## src/rtl/audio_pkg.sv

```systemverilog
// Shared types and sample arithmetic for the I2S audio transmitter.
// Volume scaling and mono mixing are pure functions used at frame load.
package audio_pkg;

    localparam int I2S_BITS = 32;

    typedef logic signed [15:0] sample_t;

    function automatic sample_t vol_scale(input sample_t s, input logic [1:0] v);
        sample_t r;
        unique case (v)
            2'd0: r = '0;
            2'd1: r = s >>> 2;
            2'd2: r = s >>> 1;
            2'd3: r = s;
        endcase
        return r;
    endfunction

    function automatic sample_t sat_mix(input sample_t a, input sample_t b);
        logic signed [16:0] sum;
        logic signed [16:0] half;
        sample_t r;
        sum  = {a[15], a} + {b[15], b};
        half = sum >>> 1;
        if (half > 17'sd32767)
            r = 16'sh7fff;
        else if (half < -17'sd32768)
            r = 16'sh8000;
        else
            r = half[15:0];
        return r;
    endfunction

endpackage

```

## src/rtl/i2s_bclk_gen.sv

```systemverilog
// Fractional-accumulator bit clock generator; exact average BCK rate
// for either core clock, with a registered bck and edge-tick strobes.
module i2s_bclk_gen #(
    parameter int CLK_HZ_PAL  = 31520000,
    parameter int CLK_HZ_NTSC = 32940000,
    parameter int SAMPLE_RATE = 48000
) (
    input  logic clk,
    input  logic reset_n,
    input  logic ntscmode,
    output logic bck,
    output logic rise_tick,
    output logic fall_tick
);

    localparam int STEP = 64 * SAMPLE_RATE;
    localparam int AW   = $clog2(CLK_HZ_NTSC + STEP) + 1;

    logic [AW-1:0] acc;
    logic [AW-1:0] sum;
    logic [AW-1:0] limit;
    logic          tick;

    assign limit     = ntscmode ? AW'(CLK_HZ_NTSC) : AW'(CLK_HZ_PAL);
    assign sum       = acc + AW'(STEP);
    assign tick      = (sum >= limit);
    assign rise_tick = tick & ~bck;
    assign fall_tick = tick & bck;

    always_ff @(posedge clk or negedge reset_n) begin
        if (!reset_n) begin
            acc <= '0;
            bck <= 1'b0;
        end else begin
            acc <= tick ? (sum - limit) : sum;
            bck <= bck ^ tick;
        end
    end

endmodule

```

## src/rtl/audio_i2s_tx.sv

```systemverilog
// I2S serializer: one-pair holding buffer, volume/mono at frame load,
// standard I2S framing (MSB one BCK after the ws edge).
module audio_i2s_tx
    import audio_pkg::*;
#(
    parameter int   CLK_HZ_PAL  = 31520000,
    parameter int   CLK_HZ_NTSC = 32940000,
    parameter int   SAMPLE_RATE = 48000,
    parameter logic STEREO      = 1'b0
) (
    input  logic        clk,
    input  logic        reset_n,
    input  logic        ntscmode,
    input  logic [1:0]  system_volume,
    input  logic [15:0] sample_l,
    input  logic [15:0] sample_r,
    input  logic        sample_valid,
    output logic        sample_ready,
    output logic        hp_bck,
    output logic        hp_ws,
    output logic        hp_din,
    output logic        underrun,
    output logic        underrun_sticky
);

    localparam int CW = $clog2(I2S_BITS);

    logic          fall_tick;
    logic          rise_unused;
    logic [CW-1:0] bit_cnt;
    logic [CW-1:0] k_next;
    logic [CW-1:0] din_idx;
    logic [31:0]   frame;
    sample_t       hl;
    sample_t       hr;
    logic          hold_full;
    logic          load;
    logic          starve;
    logic          capture;

    i2s_bclk_gen #(
        .CLK_HZ_PAL  (CLK_HZ_PAL),
        .CLK_HZ_NTSC (CLK_HZ_NTSC),
        .SAMPLE_RATE (SAMPLE_RATE)
    ) u_bclk (
        .clk       (clk),
        .reset_n   (reset_n),
        .ntscmode  (ntscmode),
        .bck       (hp_bck),
        .rise_tick (rise_unused),
        .fall_tick (fall_tick)
    );

    function automatic logic [31:0] pack_frame(
        input sample_t l, input sample_t r, input logic [1:0] v
    );
        sample_t m;
        m = sat_mix(l, r);
        if (STEREO)
            return {vol_scale(l, v), vol_scale(r, v)};
        return {vol_scale(m, v), vol_scale(m, v)};
    endfunction

    // 32-k mod 32 also yields index 0 (previous R LSB) for k=0
    assign k_next       = bit_cnt + CW'(1);
    assign din_idx      = CW'(0) - k_next;
    assign load         = fall_tick && (k_next == '0);
    assign starve       = load && !hold_full && !sample_valid;
    assign capture      = sample_valid && !hold_full && !load;
    assign sample_ready = !hold_full;

    always_ff @(posedge clk or negedge reset_n) begin
        if (!reset_n) begin
            bit_cnt         <= '1;
            hp_ws           <= 1'b0;
            hp_din          <= 1'b0;
            frame           <= '0;
            hl              <= '0;
            hr              <= '0;
            hold_full       <= 1'b0;
            underrun        <= 1'b0;
            underrun_sticky <= 1'b0;
        end else begin
            underrun <= starve;
            if (starve)
                underrun_sticky <= 1'b1;
            if (fall_tick) begin
                bit_cnt <= k_next;
                hp_ws   <= (k_next >= CW'(I2S_BITS / 2));
                hp_din  <= frame[din_idx];
            end
            if (load && hold_full) begin
                frame     <= pack_frame(hl, hr, system_volume);
                hold_full <= 1'b0;
            end else if (load && sample_valid) begin
                frame <= pack_frame(sample_l, sample_r, system_volume);
            end
            if (capture) begin
                hl        <= sample_l;
                hr        <= sample_r;
                hold_full <= 1'b1;
            end
        end
    end

endmodule

```

## config.mk

```make
export PLATFORM = sky130hd
export DESIGN_NAME = audio_i2s_tx
export DESIGN_NICKNAME = d
export VERILOG_FILES = /design/src/rtl/audio_pkg.sv /design/src/rtl/i2s_bclk_gen.sv /design/src/rtl/audio_i2s_tx.sv
export SDC_FILE = /design/constraint.sdc
export NUM_CORES = 1
export LEC_CHECK = 0
export BUFFER_PORTS_ARGS = -buffer_cell sky130_fd_sc_hd__buf_2
export CORE_ASPECT_RATIO = 0.5
export CORE_MARGIN = 2
export CORE_UTILIZATION = 55
export CTS_BUF_LIST = sky130_fd_sc_hd__clkbuf_16
export DETAILED_ROUTE_END_ITERATION = 16
export PLACE_DENSITY = 0.76
export SETUP_SLACK_MARGIN = 0.2
export SLEW_MARGIN = 20
export SYNTH_ARGS = -nofsm -noshare
export SYNTH_HDL_FRONTEND = slang
export SYNTH_SLANG_ARGS = --single-unit
```

## constraint.sdc

```tcl
create_clock -name clk -period 4.65 [get_ports clk]
set_input_delay 0.465 -clock clk [delete_from_list [all_inputs] [get_ports clk]]
set_output_delay 0.465 -clock clk [all_outputs]
set_load 0.05 [all_outputs]
```

; ---- After elaboration in Yosys (flattened, before gate mapping)
; Index checks and enable logic that the tools add are counted.
[op_classes]
add_sub_neg = 6
multipliers = 0
div_mod_pow = 0
n_lt_le_gt_ge = 7
eq_ne = 3
shifts = 0
muxes = 14
bitwise_logic = 2
n_reduce_logical = 14
[op_table]
columns = cell, count
row1 = 16-bit case mux with 4 select lines, 2
row2 = 16-bit 2-to-1 mux, 4
row3 = 32-bit 2-to-1 mux, 2
row4 = 16-bit by 16-bit adder with 17-bit output, 2
row5 = 16-bit > comparator (second input constant), 2
row6 = 16-bit < comparator (second input constant), 2
row7 = 27-bit by 22-bit adder with 27-bit output (second input constant), 1
row8 = 27-bit greater-or-equal comparator, 1
row9 = 27-bit 2-to-1 mux, 1
row10 = 27-bit subtractor, 1
row11 = 21-bit 2-to-1 mux, 1
row12 = 1-bit logical AND, 7
row13 = 5-bit by 6-bit < comparator with 1-bit output (second input constant), 1
row14 = 5-bit by 1-bit adder with 5-bit output (second input constant), 1
row15 = 1-bit binary-select mux with 5-bit select, 1
row16 = 5-bit greater-or-equal comparator (second input constant), 1
row17 = 5-bit zero test, 1
row18 = 1-bit by 5-bit subtractor with 5-bit output (first input constant), 1
row19 = 2-bit == test (second input constant), 2
row20 = 2-bit nonzero test, 2
row21 = 1-bit zero test, 3
row22 = 1-bit 2-to-1 mux, 3
row23 = 2-bit by 1-bit == test with 1-bit output (second input constant), 1
row24 = 2-bit zero test, 1
row25 = 2 further kinds, 2
[totals]
register_bits = 102
latchBits = 0
ram_bits = 0
rom_bits = 0
inputBits = 38
out_inout_bits = 6
wordCells = 57
memories = 0

; ---- Logic depth before layout (Yosys ltp)
; Gate-level depths: netlist of the first run.
[depth]
ltp_word = 7
mapped_depth = 24
ltp_nobuf = 22

; ---- Cells and area by module
; Synthesis of the first run repeated with hierarchy kept, for this count alone.
[unflattened]
cells_unflattened = 704
hier_area_um2 = 6465.0
[by_module_without_submodules]
columns = mod, n_inst, cells_each, area_per_inst_um2, seq_area_each_um2
row1 = audio_i2s_tx, 1, 498, 4518.1, 1457.6
row2 = i2s_bclk_gen, 1, 206, 1946.9, 575.6

; ---- Worst setup path before layout of the first run
; No wires, ideal clock.
[synth_path]
path_kind = flip-flop to flip-flop
from = register u_bclk.acc[18]
to = register frame[28]
setup_time_ns = 0.071
arrival_ns = 4.646
required_time_ns = 4.579
slack_ns = -0.067
path_stages_with_launch = 23
path_buffers = 2
synth_period_minus_slack_ns = 4.717
cell_sequence = dfrtp_1 or3_1 nand2b_1 xor2_1 ha_1 and3_1 nand4_1 nor2_1 nand4_1 a221oi_2 nor2_2 inv_2 buf_6 ha_1 clkbuf_1 nand3_1 a21oi_1 o21ai_0 nor3_1 nand2_1 o311ai_0 a221oi_1 nand4_1
[synth_between]
elab_chain_len = 6
elab_cells_between_ends = 8
cone_classes = add/sub: 1 / order compare: 1 / mux: 1 / bitwise: 1 / reduce/logical: 4
[synth_lines]
columns = item, line_no
row1 = "start, declared", i2s_bclk_gen.sv:19  ; logic [AW-1:0] acc;
row2 = "start signal, assigned", i2s_bclk_gen.sv:35  ; acc <= tick ? (sum - limit) : sum;
row3 = 27-bit by 22-bit adder with 27-bit output (*), i2s_bclk_gen.sv:25  ; assign sum = acc + AW'(STEP);
row4 = 27-bit greater-or-equal comparator (*), i2s_bclk_gen.sv:26  ; assign tick = (sum >= limit);
row5 = 1-bit bitwise AND (*), i2s_bclk_gen.sv:28  ; assign fall_tick = tick & bck;
row6 = via fall_tick, audio_i2s_tx.sv:28  ; logic fall_tick;
row7 = 1-bit logical AND (*), audio_i2s_tx.sv:67  ; assign load = fall_tick && (k_next == '0);
row8 = 1-bit logical AND (on tied branches), "audio_i2s_tx.sv:92, audio_i2s_tx.sv:95"
row9 = 32-bit 2-to-1 mux or 2-bit nonzero test (tied branches), n/a
row10 = "end signal, assigned", audio_i2s_tx.sv:93  ; frame <= pack_frame(hl, hr, system_volume);
row11 = "end signal, assigned", audio_i2s_tx.sv:96  ; frame <= pack_frame(sample_l, sample_r, system_volume);
row12 = "end, declared", audio_i2s_tx.sv:33  ; logic [31:0] frame;
; Mark *: on every way through the listed nets, which the timed path passes. The rest lies on a longest branch.
; A chain may end at the register's enable or synchronous reset.

; ---- Worst setup path in the final report of the first run
[layout_path]
from = register u_bclk.acc[18]
to = register frame[29]
; Same word-level chain as after synthesis.

==> summary.md, run 1 <==
| Metric | Value |
|---|---|
| CTS tree | `done` |
| Crit Path Max Fanout | `19` |
| WP data arrival | `4.48 ns` |
| Finished Cell Area | `0.00723 sq mm` |
| DR vias | `5658` |
| CTS Buffer Depth | `2` |
| Vias in the first global route | `5362` |
| Yosys cell types | `69` |
| Num CTS Buffers | `9` |
| Syn Nets | `807` |
| Share of Yosys cell area claimed by the top area cell type | `0.294` |
| CP Cell Sequence | `or3_1 -> nand2b_2 -> xor2_1 -> ha_1 -> and3_4 -> nand4_1 -> nor2_1 -> nand4_1 -> a221oi_2 -> nor2_2 -> inv_2 -> ha_4 -> nand3_2 -> a21oi_4 -> o21ai_2 -> buf_6 -> a22o_1 -> a31o_2 -> a211oi_1 -> o211ai_1` |
| Dpl cell area | `0.00685 sq mm` |
| Die area | `0.0127 sq mm` |
| Most used cell, CP | `nand4_1` |
| Crit end category | `flop` |
| Tcrit/Tclk final | `0.916` |
| Mean Syn Cell Area | `8.94 sq um` |
| RSZ-0062 raised after global routing | `false` |
| Critical path class | `flop to flop` |
| Clock sink total | `81` |
| Count leader, synth | `dfrtp_1` |
| Root Buffer | `clkbuf_16` |
| H-tree depth | `3` |
| Initial DRT Pass Iterations | `5` |
| Antenna-violating nets left | `0` |
| Gr usage total | `0.261` |
| Clk_skew | `0.00532 ns` |
| Ys Warns | `0` |
| PnR Total Power | `5.66 mW` |
| Worst-path clk slew | `0.06 ns` |
| Status | `completed` |
| Final Routed Wirelength | `15700 microns` |
| CP Launch Type | `flop` |
| Worst VDD drop | `0.000582 V` |
| Post-synthesis register bit count | `81` |
| Post-Syn Area | `0.00647 sq mm` |
| F_max | `0.235 GHz` |
| Area grow syn2layout | `11.8%` |
| Cells after Synth | `723` |
| Critical-path top delay cell | `or3_1` |
| FFs w/ async S/R, synth | `1.00` |
| Antenna fix cells | `0` |
| Largest net degree at the start of global routing | `82` |
| Fin. Hold Viols | `0` |
| Pleak | `3.09 nW` |
| Crit path time final | `4.26 ns` |
| Final Util | `0.645` |
| CP Data Required Time | `4.87 ns` |
| Crit path largest cell delay | `0.43 ns` |
| Die X | `157 microns` |
| Row count | `27` |
| Worst Path Buf+Inv | `2` |
| Dpl cells | `907` |
| Slew Limit Headroom | `0.271` |
| Post-DP HPWL | `11700 microns` |
| 1st-iter DRT viols | `567` |
| Die Y-Extent | `80.7 microns` |
| Power density cells | `783 mW/mm^2` |
| Layout Cells excl Fill | `926` |
| IO Port Bufs | `43` |
| Primary FF master, synth | `dfrtp_1` |
| Core box area | `0.0112 sq mm` |
| NumNets Final | `846` |
| IO Count | `44` |
| Final Max Slew Viols | `0` |
| Crit-path leading delay family | `simple AND/OR/NAND/NOR gates` |
| DR WL/cell | `16.9 microns` |
| Slew @ Worst Pin | `1.07 ns` |
| # DRC | `0` |
| Fraction of layout instances using a drive strength above 1 | `0.186` |
| Sequential share of the synthesized area | `0.314` |
| Post-synth EDFFs | `0` |
| Endpoints failing setup | `0` |
| Setup TNS | `0 ns` |
| Initial Util | `0.577` |
| Top cells by area, synth | `dfrtp_1 29%, ha_1 8.3%, mux2_2 6.6%` |
| Max_cap viols | `0` |
| Fillers | `950` |
| First-pass GRT wire length | `26100 microns` |
| Hold Crit Class | `input port to asynchronous set/reset pin` |
| Post-synth top cells | `76 x dfrtp_1, 68 x nand2_1, 66 x nor2_1` |
| Total congestion overflow | `0` |
| Leading area contributor after synthesis | `dfrtp_1` |
| Routability congestion estimate | `0.908` |
| Clk_lat worst skew | `0.35 ns` |
| Initial antenna violation count | `1` |
| Vias/cell | `6.11` |
-- final cells by class --
class,count,area [sq um],share of cell area
Timing Repair Buffer,57,343,0.0474
Tap cell,159,199,0.0275
Inverter,25,93.8,0.0130
Clock buffer,9,225,0.0312
Sequential cell,81,2030,0.281
Multi-Input combinational cell,588,4250,0.588
Clock inverter,7,86.3,0.0119
-- flip-flops by register name (all words and copies together), names as in the netlist --
register and count:
underrun 1, u_bclk.bck 1, underrun_sticky 1, hr 16, u_bclk.acc 22, bit_cnt 5
hl 16, hold_full 1, hp_ws 1, frame 16, hp_din 1
-- logic make-up (layout without fill, tap and decap cells) --
kind of cell | count (synthesis) | in the layout | share of synthesized area
flops | 81 | 81 | 0.314
simple gates | 234 | 234 | 0.172
compound gates | 197 | 197 | 0.208
fa+ha+maj | 47 | 47 | 0.0940
buf+inv | 54 | 98 | 0.0370
xor+xnor | 58 | 58 | 0.0786
mux | 52 | 52 | 0.0956
-- path summary, 6_finish.rpt --
check                                                  from                           to  slack [ns]  cells after the start
max in group asynchronous                           reset_n     u_bclk.acc[15]$_DFF_PN0_        3.95                      1
worst max-delay path               u_bclk.acc[18]$_DFF_PN0_        frame[29]$_DFFE_PN0P_        0.39                     20
worst max register to register     u_bclk.acc[18]$_DFF_PN0_        frame[29]$_DFFE_PN0P_        0.39                     20
min in group clk                               sample_r[13]           hr[13]$_DFFE_PN0P_        0.37                      2
worst min register to register  underrun_sticky$_DFFE_PN0P_  underrun_sticky$_DFFE_PN0P_        0.47                      1
worst min-delay path                                reset_n           hp_din$_DFFE_PN0P_        0.14                      1
-- what timing repair did --
action                                 4_1_cts  5_1_grt
setup buffers                                2        1
hold buffers                                 0        0
pin swaps                                    0        2
setup endpoints to repair                    4       23
endpoints found under the hold margin        0        0
resized for setup                            2        7
-- per-stage QoR --
stage | hold slack, ns | worst slack [ns]
after floorplan | 0.169 | 0.207
after global placement | 0.451 | 0.287
after detailed placement | 0.459 | 0.0917
after CTS | 0.354 | 0.208
after global routing | 0.215 | 0.177
final | 0.136 | 0.389
-- power breakdown --
part / internal, mW / leakage [nW] / switching [mW]
Sequential: 1.08 / 0.986 / 0.309
Clock: 0.466 / 0.158 / 0.297
Combinational: 1.52 / 1.95 / 1.99
-- per-layer routing --
| metal | wire, microns | global-route usage | vias to the layer above |
|---|---|---|---|
| li1 | - | - | 2747 |
| met1 | 7590 | 0.375 | 2712 |
| met2 | 6890 | 0.397 | 168 |
| met3 | 906 | 0.0518 | 29 |
| met4 | 263 | 0.0755 | 2 |
| met5 | 13 | 0 | - |
-- placed cells by master, fill, tap and decap left out, types with 6 or more instances in the layout --
cell type	n
dfrtp_1	76
nand2_1	66
nor2_1	66
a21oi_1	52
ha_1	42
buf_2	42
xnor2_1	39
o21ai_0	38
mux2_2	38
inv_1	25
nor3_1	20
xor2_1	19
nand3_1	13
o211ai_1	13
buf_4	12
nand2b_1	11
a211oi_1	11
a31oi_1	11
nand4_1	11
mux2i_1	10
clkbuf_16	9
nor2b_1	8
and2_1	6
No activity file was read; power rests on OpenSTA's default activity.
==> run 2: changes to the inputs <==
CELL_PAD_IN_SITES_DETAIL_PLACEMENT = 2   (was unset)
CELL_PAD_IN_SITES_GLOBAL_PLACEMENT = 2   (was unset)
CORE_UTILIZATION = 35   (was 55)
MAX_ROUTING_LAYER = met4   (was unset)
PLACE_DENSITY = unset   (was 0.76)
PLACE_DENSITY_LB_ADDON = 0.1   (was unset)
==> summary.md, run 2 (same netlist as run 1, synthesis figures left out) <==
| Metric | Value |
|---|---|
| Status | `completed` |
| Gr usage total | `0.232 (-0.0286)` |
| # DRC | `0 (unchanged)` |
| Final Max Slew Viols | `0 (unchanged)` |
| Initial DRT Pass Iterations | `4 (-1)` |
| Commonest non-fill, non-tap cells in the layout | `73 x dfrtp_1, 66 x nand2_1, 65 x nor2_1, 51 x a21oi_1, 42 x buf_2` |
| Slew @ Worst Pin | `0.896 ns (-0.170 ns)` |
| Worst-path clk slew | `0.07 ns (about the same)` |
| Crit end category | `flop` |
| Final Util | `0.408 (-0.236)` |
| Power density cells | `790 mW/mm^2 (+0.87%)` |
| Max reg flops | `22 (unchanged)` |
| DR vias | `5811 (+2.7%)` |
| Vias in the first global route | `6273 (+17%)` |
| Reg2reg start | `u_bclk.acc[16]$_DFF_PN0_` |
| Clk_skew | `0.00912 ns (+0.00380 ns)` |
| Pleak | `3.17 nW (+2.5%)` |
| Die area | `0.0196 sq mm (+55%)` |
| Routability congestion estimate | `0.818 (-9.9%)` |
| WP data arrival | `4.48 ns (about the same)` |
| Vias/cell | `5.65 (-7.5%)` |
| CP Launch Type | `flop` |
| Initial antenna violation count | `2 (+1)` |
| RSZ-0062 raised after global routing | `false` |
| Initial Util | `0.354 (-0.222)` |
| Slew Limit Headroom | `0.403 (+0.132)` |
| Core box area | `0.0183 sq mm (+63%)` |
| Crit Path Max Fanout | `12 (-7)` |
| 1st-iter DRT viols | `337 (-41%)` |
| Fraction of layout instances using a drive strength above 1 | `0.218 (+0.0311)` |
| Hold Crit Class | `input port to asynchronous set/reset pin` |
| Fin. Hold Viols | `0 (unchanged)` |
| Clock sink total | `81 (unchanged)` |
| PnR Total Power | `5.89 mW (+4.0%)` |
| Clk_lat worst skew | `0.35 ns (about the same)` |
| Fillers | `2044 (+120%)` |
| Cts hold-fix bufs | `0 (unchanged)` |
| NumNets Final | `865 (+2.2%)` |
| IO Count | `44 (unchanged)` |
| DR WL/cell | `20.6 microns (+22%)` |
| Crit path time final | `4.26 ns (-0.00265 ns)` |
| Row count | `35 (+30%)` |
| Die Y-Extent | `100 microns (+24%)` |
| Area grow syn2layout | `15.3%` |
| Root Buffer | `clkbuf_16` |
| Total congestion overflow | `0 (unchanged)` |
| Max_cap viols | `0 (unchanged)` |
| Crit. Startpoint | `u_bclk.acc[16]$_DFF_PN0_` |
| Multi-input logic area | `0.00428 sq mm (+0.74%)` |
| Biggest register | `u_bclk.acc` |
| Num CTS Buffers | `9 (unchanged)` |
| Setup TNS | `0 ns (unchanged)` |
| CP Data Required Time | `4.88 ns (about the same)` |
| CTS tree | `done` |
| F_max | `0.235 GHz (about the same)` |
| Die X | `196 microns (+25%)` |
| Largest net degree at the start of global routing | `49 (-40%)` |
| Post-DP HPWL | `16000 microns (+36%)` |
| Reg2Reg Depth | `20 (unchanged)` |
| IO Port Bufs | `43 (unchanged)` |
| First-pass GRT wire length | `34600 microns (+33%)` |
| Commonest non-fill, non-tap cell in the layout | `dfrtp_1` |
| Endpoints failing setup | `0 (unchanged)` |
| Critical path class | `flop to flop` |
| CTS Buffer Depth | `2 (unchanged)` |
| H-tree depth | `3 (unchanged)` |
| Antenna-violating nets left | `0 (unchanged)` |
| Worst VDD drop | `0.000345 V (-41%)` |
| Final Routed Wirelength | `21200 microns (+35%)` |
| Tcrit/Tclk final | `0.916 (about the same)` |
| Register area | `0.00204 sq mm (+0.18%)` |
[run 2: changes by cell type in the layout (fill, tap and decap cells not counted), sizes merged]
| cell | before | now |
|---|---|---|
| diode | 0 | 2 |
| buf | 57 | 76 |
| clkinv | 4 | 5 |
| clkinvlp | 0 | 1 |
| bufinv | 2 | 0 |
[run 2: cell type report]
type                       instances  area share
multi-input combinational        588       0.574
clock inverter                     7     0.00520
sequential                        81       0.273
tap                              240      0.0403
inverter                          25      0.0126
antenna                            2    0.000671
timing repair buffer              76      0.0635
clock buffer                       9      0.0302
[run 2: where the power goes]
group	internal [mW]	switching, mW	total [mW]
Combinational	1.63	2.17	3.81
Clock	0.357	0.317	0.674
Sequential	1.08	0.327	1.41
[run 2: what timing repair did]
| action | CTS | global route |
|---|---|---|
| buffers inserted | 3 | 11 |
| endpoints found under the setup margin | 4 | 46 |
| endpoints found under the hold margin | 0 | 0 |
| gates resized for setup | 2 | 20 |
| pin swaps | 1 | 5 |
[run 2: path summary, 6_finish.rpt]
kind | endpoint | slack, ns
setup / recovery | frame[29]$_DFFE_PN0P_ | 0.39
hold / removal | u_bclk.acc[5]$_DFFE_PN0N_ | 0.16
setup reg to reg | frame[29]$_DFFE_PN0P_ | 0.39
hold reg to reg | frame[17]$_DFFE_PN0P_ | 0.49
max in group asynchronous | hr[4]$_DFFE_PN0P_ | 3.47
min in group clk | hl[1]$_DFFE_PN0P_ | 0.36
[run 2: metal layers]
metal / vias up / global-route usage / routed length (microns)
met1: 2952 / 0.300 / 10100
met3: 15 / 0.0410 / 588
li1: 2784 / - / -
met4: 0 / 0.0420 / 233
met2: 60 / 0.388 / 10200
met5: - / - / 0
[run 2: worst max-delay path, cell delays in order (launching register included)]
cell and delay (ns):
dfrtp_1 0.56, o31a_1 0.27, nor2_2 0.05, xor2_1 0.18, ha_2 0.39, and3_4 0.21
nand4_1 0.11, nor2_1 0.12, nand4_1 0.13, a221oi_2 0.33, nor2_2 0.09, inv_2 0.08
ha_4 0.16, nand3_1 0.13, a21oi_2 0.25, o21ai_2 0.15, buf_6 0.18, a22o_1 0.23
a31o_2 0.22, a211oi_2 0.19, o211ai_1 0.11
[run 2: stage by stage]
| stage | setup slack [ns] | instance area (sq um) | cells | hold slack [ns] |
|---|---|---|---|---|
| floorplan | 0.207 | 6480 | 723 | 0.169 |
| global placement | 0.280 | 7000 | 996 | 0.445 |
| detailed placement | 0.114 | 7000 | 996 | 0.470 |
| CTS | 0.227 | 7290 | 1015 | 0.191 |
| global route | 0.166 | 7450 | 1028 | 0.205 |
| finish | 0.392 | 7450 | 1028 | 0.161 |
